[src/rtl/line_fill_responder.sv]
// rtl/line_fill_responder.sv - two-channel cache line-fill responder, 64-beat bursts
// Round-robin between prog and data fill requests; each grant streams one line from backing memory.
module line_fill_responder (
  input  logic         clk,
  input  logic         reset,
  input  logic         is_req_f_prog,
  input  logic [19:0]  req_addr_f_prog,
  input  logic         is_req_f_data,
  input  logic [19:0]  req_addr_f_data,
  output logic         mem_re,
  output logic [25:0]  mem_addr,
  input  logic [511:0] mem_rdata,
  output logic [511:0] read_prog_data,
  output logic [7:0]   read_prog_addr,
  output logic         is_write_prog_line,
  output logic [511:0] read_data_data,
  output logic [7:0]   read_data_addr,
  output logic         is_write_data_line,
  output logic         busy
);

  localparam logic [1:0] S_IDLE      = 2'd0;
  localparam logic [1:0] S_BURST     = 2'd1;
  localparam logic [1:0] S_LAST      = 2'd2;
  localparam logic [1:0] S_WAIT_DROP = 2'd3;

  logic [1:0]   state_q, state_d;
  logic         chan_q, chan_d;      // 0 = prog, 1 = data
  logic         prio_q, prio_d;      // 1 = data preferred on contention
  logic [5:0]   beat_q, beat_d;
  logic [19:0]  addr_q, addr_d;
  logic [25:0]  mem_addr_q, mem_addr_d;
  logic         pend_q, pend_d;
  logic [511:0] read_prog_data_q, read_prog_data_d;
  logic [511:0] read_data_data_q, read_data_data_d;
  logic [7:0]   read_prog_addr_q, read_prog_addr_d;
  logic [7:0]   read_data_addr_q, read_data_addr_d;

  logic served_req;
  logic issue;
  logic grant_any;
  logic grant_sel;

  assign served_req = chan_q ? is_req_f_data : is_req_f_prog;
  assign issue      = (state_q == S_BURST);
  assign grant_any  = is_req_f_prog | is_req_f_data;
  assign grant_sel  = is_req_f_data & (~is_req_f_prog | prio_q);

  always_comb begin
    state_d          = state_q;
    chan_d           = chan_q;
    prio_d           = prio_q;
    beat_d           = beat_q;
    addr_d           = addr_q;
    mem_addr_d       = mem_addr_q;
    pend_d           = 1'b0;
    read_prog_data_d = read_prog_data_q;
    read_data_data_d = read_data_data_q;
    read_prog_addr_d = read_prog_addr_q;
    read_data_addr_d = read_data_addr_q;

    // Beat data arrives one cycle after issue; capture it so the outputs hold afterwards.
    if (pend_q && !chan_q) read_prog_data_d = mem_rdata;
    if (pend_q && chan_q)  read_data_data_d = mem_rdata;

    case (state_q)
      S_IDLE: begin
        if (grant_any) begin
          state_d = S_BURST;
          chan_d  = grant_sel;
          prio_d  = ~grant_sel;
          addr_d  = grant_sel ? req_addr_f_data : req_addr_f_prog;
          beat_d  = 6'd0;
        end
      end
      S_BURST: begin
        mem_addr_d = {addr_q, beat_q};
        // A dropped request kills the beat issued this cycle as well.
        pend_d     = served_req;
        if (served_req) begin
          if (chan_q) read_data_addr_d = {addr_q[1:0], beat_q};
          else        read_prog_addr_d = {addr_q[1:0], beat_q};
        end
        if (!served_req) begin
          state_d = S_IDLE;
        end else if (beat_q == 6'd63) begin
          state_d = S_LAST;
        end else begin
          beat_d = beat_q + 6'd1;
        end
      end
      S_LAST: begin
        state_d = S_WAIT_DROP;
      end
      S_WAIT_DROP: begin
        if (!served_req) state_d = S_IDLE;
      end
      default: state_d = S_IDLE;
    endcase
  end

  always_ff @(posedge clk) begin
    if (reset) begin
      state_q          <= S_IDLE;
      chan_q           <= 1'b0;
      prio_q           <= 1'b0;
      beat_q           <= 6'd0;
      addr_q           <= 20'd0;
      mem_addr_q       <= 26'd0;
      pend_q           <= 1'b0;
      read_prog_data_q <= '0;
      read_data_data_q <= '0;
      read_prog_addr_q <= 8'd0;
      read_data_addr_q <= 8'd0;
    end else begin
      state_q          <= state_d;
      chan_q           <= chan_d;
      prio_q           <= prio_d;
      beat_q           <= beat_d;
      addr_q           <= addr_d;
      mem_addr_q       <= mem_addr_d;
      pend_q           <= pend_d;
      read_prog_data_q <= read_prog_data_d;
      read_data_data_q <= read_data_data_d;
      read_prog_addr_q <= read_prog_addr_d;
      read_data_addr_q <= read_data_addr_d;
    end
  end

  assign mem_re             = issue;
  assign mem_addr           = issue ? {addr_q, beat_q} : mem_addr_q;
  assign is_write_prog_line = pend_q & ~chan_q;
  assign is_write_data_line = pend_q & chan_q;
  assign read_prog_data     = is_write_prog_line ? mem_rdata : read_prog_data_q;
  assign read_data_data     = is_write_data_line ? mem_rdata : read_data_data_q;
  assign read_prog_addr     = read_prog_addr_q;
  assign read_data_addr     = read_data_addr_q;
  assign busy               = (state_q != S_IDLE);

endmodule

[config.mk]
export PLATFORM = sky130hd
export DESIGN_NAME = line_fill_responder
export DESIGN_NICKNAME = d
export VERILOG_FILES = /design/src/rtl/line_fill_responder.sv
export SDC_FILE = /design/constraint.sdc
export NUM_CORES = 2
export LEC_CHECK = 0
export BUFFER_PORTS_ARGS = -buffer_cell sky130_fd_sc_hd__buf_2
export CORE_AREA = 2 2 642 644
export DETAILED_ROUTE_END_ITERATION = 8
export DIE_AREA = 0 0 644 646
export SYNTH_ARGS = -nofsm -noshare
export SYNTH_HDL_FRONTEND = slang
export SYNTH_SLANG_ARGS = --single-unit
[constraint.sdc]
create_clock -name clk -period 1.75 [get_ports clk]
set_clock_uncertainty 0.2 [all_clocks]
set_input_delay 0 -clock clk [delete_from_list [all_inputs] [get_ports clk]]
set_output_delay 0 -clock clk [all_outputs]
set_load 0.005 [all_outputs]
======== Word level (Yosys, flattened, before mapping) ========
Index checks and enable logic that the tools add are counted.
word-level totals
  input bits .............................. 556
  bits in registers ....................... 1097
  logic and storage cells ................. 56
  output and inout bits ................... 1070
cells by class
  reductions and logical operators ........ 12
  bitwise logic cells ..................... 9
  add/subtract/negate cells ............... 1
  equality and inequality tests ........... 9
  multiplexer cells ....................... 14
operator list
  operator                                             count
  2-to-1 mux 512 bit                                   2
  2-to-1 mux 26 bit                                    1
  2-to-1 mux 20 bit                                    1
  2-to-1 mux 6 bit                                     3
  one-hot mux 6 bit (2 select lines)                   1
  AND reduction 3 bit                                  3
  2-to-1 mux 2 bit                                     4
  one-hot mux 2 bit (4 select lines)                   1
  adder 6 x 1 -> 6 bit, second input constant          1
  equality test 6 bit, second input constant           1
  != test 2 bit, second input constant                 3
  equality test 2 bit, second input constant           2
  NOT 1 bit                                            4
  AND reduction 4 bit                                  1
  nonzero test 2 bit                                   2
  bitwise AND 1 bit                                    3
  != test 3 x 2 -> 1 bit, second input constant        1
  equality test 2 x 1 -> 1 bit, second input constant  1
  logical AND 1 bit                                    2
  logical NOT 2 bit                                    1
  != test 2 x 1 -> 1 bit, second input constant        1
  bitwise OR 1 bit                                     2
  AND reduction 2 bit                                  1
  OR reduction 2 bit                                   1
  other kinds (2)                                      2

======== Depth between registers and ports, before layout ========
  depth in word-level cells ............... 4
  depth in mapped cells ................... 7
  depth with buffers taken out ............ 5

======== Worst setup path after synthesis ========
No wires, ideal clock.
  path kind ............................... reg2reg
  start point ............................. register chan_q
  end point ............................... register read_prog_data_q[4]
  data required time ...................... 1.436 ns
  setup slack ............................. -0.009 ns
  setup time .............................. 0.114 ns
  arrival ................................. 1.445 ns
  cell stages (with the launch flop) ...... 8
  clock period less this slack ............ 1.759 ns
  cell sequence ........................... dfxtp_1 buf_6 nor2b_4 buf_6 buf_8 buf_6 mux2_4 and2b_1
between the ends
  longest elaborated chain between the ends .. 2
ends and longest elaborated chain
  what                      line  RTL
  start: declaration        28    logic chan_q, chan_d;
  start signal: assignment  117   chan_q <= chan_d;
  logical NOT 1 bit         63    if (pend_q && !chan_q) read_prog_data_d = mem_rdata;
  logical AND 1 bit         63
  end signal: assignment    123   read_prog_data_q <= read_prog_data_d;
  end: declaration          34    logic [511:0] read_prog_data_q, read_prog_data_d;
No other way between the ends.
A chain may end at the register's enable or synchronous reset.

======== Final worst setup path ========
  start point ............................. register pend_q
  end point ............................... output read_prog_data[60]
between the ends
  longest elaborated chain between the ends .. 2
ends and longest elaborated chain
  what                      line  RTL
  start: declaration        33    logic pend_q, pend_d;
  start signal: assignment  122   pend_q <= pend_d;
  bitwise AND 1 bit         132   assign is_write_prog_line = pend_q & ~chan_q;
  2-to-1 mux 512 bit        134   assign read_prog_data = is_write_prog_line ? mem_rdata : read_prog_data_q;
  end: declaration          13    output logic [511:0] read_prog_data,
No other way between the ends.

==> flow_metrics.tcl <==
set metrics [dict create \
    worst_path_most_repeated_cell "buf_12" \
    p_sw_share_pct 27.90 \
    seq_power_share_pct 38.5 \
    p_leak_nw 34.98 \
    synth_ff_type "dfxtp_1" \
    syn_area_um2 44380 \
    p_int_mw 48.18 \
    synthCells 4672 \
    status "complete, but fails checks" \
    cts_root_buffer "clkbuf_16" \
    setup-violations-final 1917 \
    fin_area_um2 76270 \
    critPathBufInv 4 \
    antenna_found_initial 110 \
    p_per_area_nw_per_um2 876.1 \
    synth_top_area_share_pct 49.49 \
    start_kind "flip-flop" \
    ys_types 40 \
    final-hold-violation-count 334 \
    utilization_pct 18.66 \
    dpl-instance-area_um2 61020 \
    die-area_um2 416000 \
    fin_crit_sh_pct 162.7 \
    gp_congestion 1.074 \
    yosysTopAreaCell "dfxtp_1" \
    synth_fp_nets 5229 \
    cts_tree "done" \
    cts_buffer_depth 4 \
    slew_headroom_pct 59.82 \
    p_total_mw 66.82 \
    crit_path_max_incr_delay_ns 0.33 \
    grt_usage_pct 16.28 \
    power.switching_mw 18.64 \
    grt_first_pass_wirelength_um 444200 \
    via_per_inst 3.531 \
    cp_data_required_time_ns 1.55 \
    ys_top_cells_by_count "nand2_1, dfxtp_1, nor2b_1, a21oi_1, mux2_4" \
    postRouteAntennaNets 0 \
    ys.warnings.count 0 \
    die_w_um 644 \
    wl_per_cell_um 27.73 \
    synth_most_common_cell "nand2_1" \
    drt_pass1_iterations 7 \
    ys_seq_elements 1097 \
    drv_slew 0 \
    max-vdd-ir-drop_mv 0.7427 \
    insertion_delay_ns 0.85 \
    syn-mean-instance-area_um2 9.499 \
    dieHeight_um 646 \
    wl_um 357200 \
    path_cells "nor2b_4 -> buf_12 -> buf_12 -> buf_6 -> mux2_4 -> buf_2" \
    drtIter0Drc 3871 \
    ys_seq_area_share_pct 49.49 \
    dpl.cell_count 11691 \
    coreArea_um2 408700 \
    synth_edf_count 0 \
    port_buffers 1625 \
    stdcell_count 12881 \
    holdWs_ns -0.1851 \
    htreeDepth 4 \
    grt_setup_unrepaired "true" \
    layout-drive-gt1-share_pct 37.25 \
    ys_async_sr_fraction_pct 0 \
    fin_setup_tns_ns -1152.53 \
    cts_hold_buf 763 \
    numCtsBuffers 146 \
    grt_pass1_vias 43433 \
    path_class "reg2out" \
    area_delta_synth_final_pct 71.87 \
    io-pin-count 1626 \
    nNetsFinal 7768 \
    max_freq_mhz 351.3 \
    timing.final.ws_setup_ns -1.097 \
    hp-class "in2reg" \
    routed-via-count 45483 \
    post-route-drc-count 0 \
    min_period_ns 2.847 \
    hpwl_um 295300 \
    clk_pin_slew_worst_paths_ns 0.06 \
    grt_start_max_net_pins 100 \
    worstPathMaxFanout 24 \
    maxCapViolations 0 \
    clkSinkCount 1097 \
    comb_power_share_pct 14.6 \
    start_util_pct 10.86 \
    crit_slowest_cell "dfxtp_2" \
    netlist_top_cells_area "dfxtp_1, mux2_4, nand2_1, nor2b_1, a21oi_1" \
    dpl_worst_slack_ns -0.4081 \
    crit_arrival_ns 2.65 \
    violations "hold timing, setup timing" \
    critical_path.top_delay_family "buffers and inverters" \
    p_clk_share_pct 46.9 \
    grt-ovfl-total 0 \
    fp-row-count 235 \
    tightest_slew_ns 0.6027 \
    end_kind "output port" \
]
[what timing repair did]
item	in CTS	in global routing
cloned	17	11
buffers inserted	16	17
pin swaps	0	5
hold endpoints to repair	1097	449
gates resized for setup	156	250
endpoints found under the setup margin	2039	2099
[power by group through the flow]
stage                     Clock, mW  Sequential, mW  Combinational [mW]
after floorplan                   0            26.2                2.98
after global placement            0            26.2                7.76
after detailed placement          0            26.2                7.76
after CTS                      32.3            25.7                9.61
after global routing           33.2            25.7                10.3
final                          31.3            25.7                9.79
[cells by family after synthesis]
family	share of synthesized area, %
AOI/OAI and AO/OA	6.696
xor gates and xnor gates	0.01974
adders and majority gates	0.02819
buffers and inverters	4.703
DFF	49.49
muxes	17.65
and+or+nand+nor	21.42
[layer usage]
metal	up-vias	part of all wire, %	global-route usage [%]
met5	-	0.11	0.2313
met4	34	7.5	10.32
met3	761	12	7.780
met2	2409	46	26.66
met1	21802	34	16.68
li1	20477	-	-
[worst reg2reg max path, cell delays in order (launching register included)]
cell	delay (ns)
dfxtp_2	0.33
nor2b_4	0.15
buf_12	0.13
buf_16	0.17
buf_16	0.28
buf_8	0.15
mux2_4	0.32
buf_4	0.13
nor2b_1	0.11
[layout by cell type, fill, tap and decap left out, drive strengths merged, types with 2 or more instances in the layout]
cell type       n
a21oi         535
and3            4
clkinv         28
clkbuf        211
dlygate4sd3   763
nor2           26
nand3           9
mux2          539
a222oi         20
bufinv         10
nand2        1572
o2111ai         2
clkinvlp        6
bufbuf         10
or3             2
buf          1912
inv            19
dfxtp        1097
o211ai          2
diode         110
nor2b         539
[path summary, 6_finish.rpt]
path	startpoint	to	slack [ns]	cells after the start
max	pend_q	read_prog_data[60]	-1.10	6
min	mem_rdata[331]	read_data_data_q[331]	-0.19	4
max reg2reg	pend_q	read_prog_data_q[229]	-0.41	8
min reg2reg	read_prog_addr[4]	read_prog_addr[4]	0.25	2
[layout make-up]
cell class | instances | area [um^2]
inverters | 5 | 35.03
fillers | 45074 | 332400
well taps | 5451 | 6820
diodes | 110 | 275.3
multi-input cells | 3264 | 20420
repair buffers | 2697 | 21920
clock buffers | 199 | 4145
flip-flops and latches | 1097 | 21960
clock inverters | 58 | 695.7
[flip-flops by register name, indices dropped and copies added, names as in the netlist, named ones only]
register          cells
chan_q                1
beat_q                6
addr_q               20
pend_q                1
state_q               1
prio_q                1
read_prog_addr        8
read_prog_data_q    512
read_data_data_q    512
read_data_addr        8
mem_addr_q           26
No activity file was read; power rests on OpenSTA's default activity.
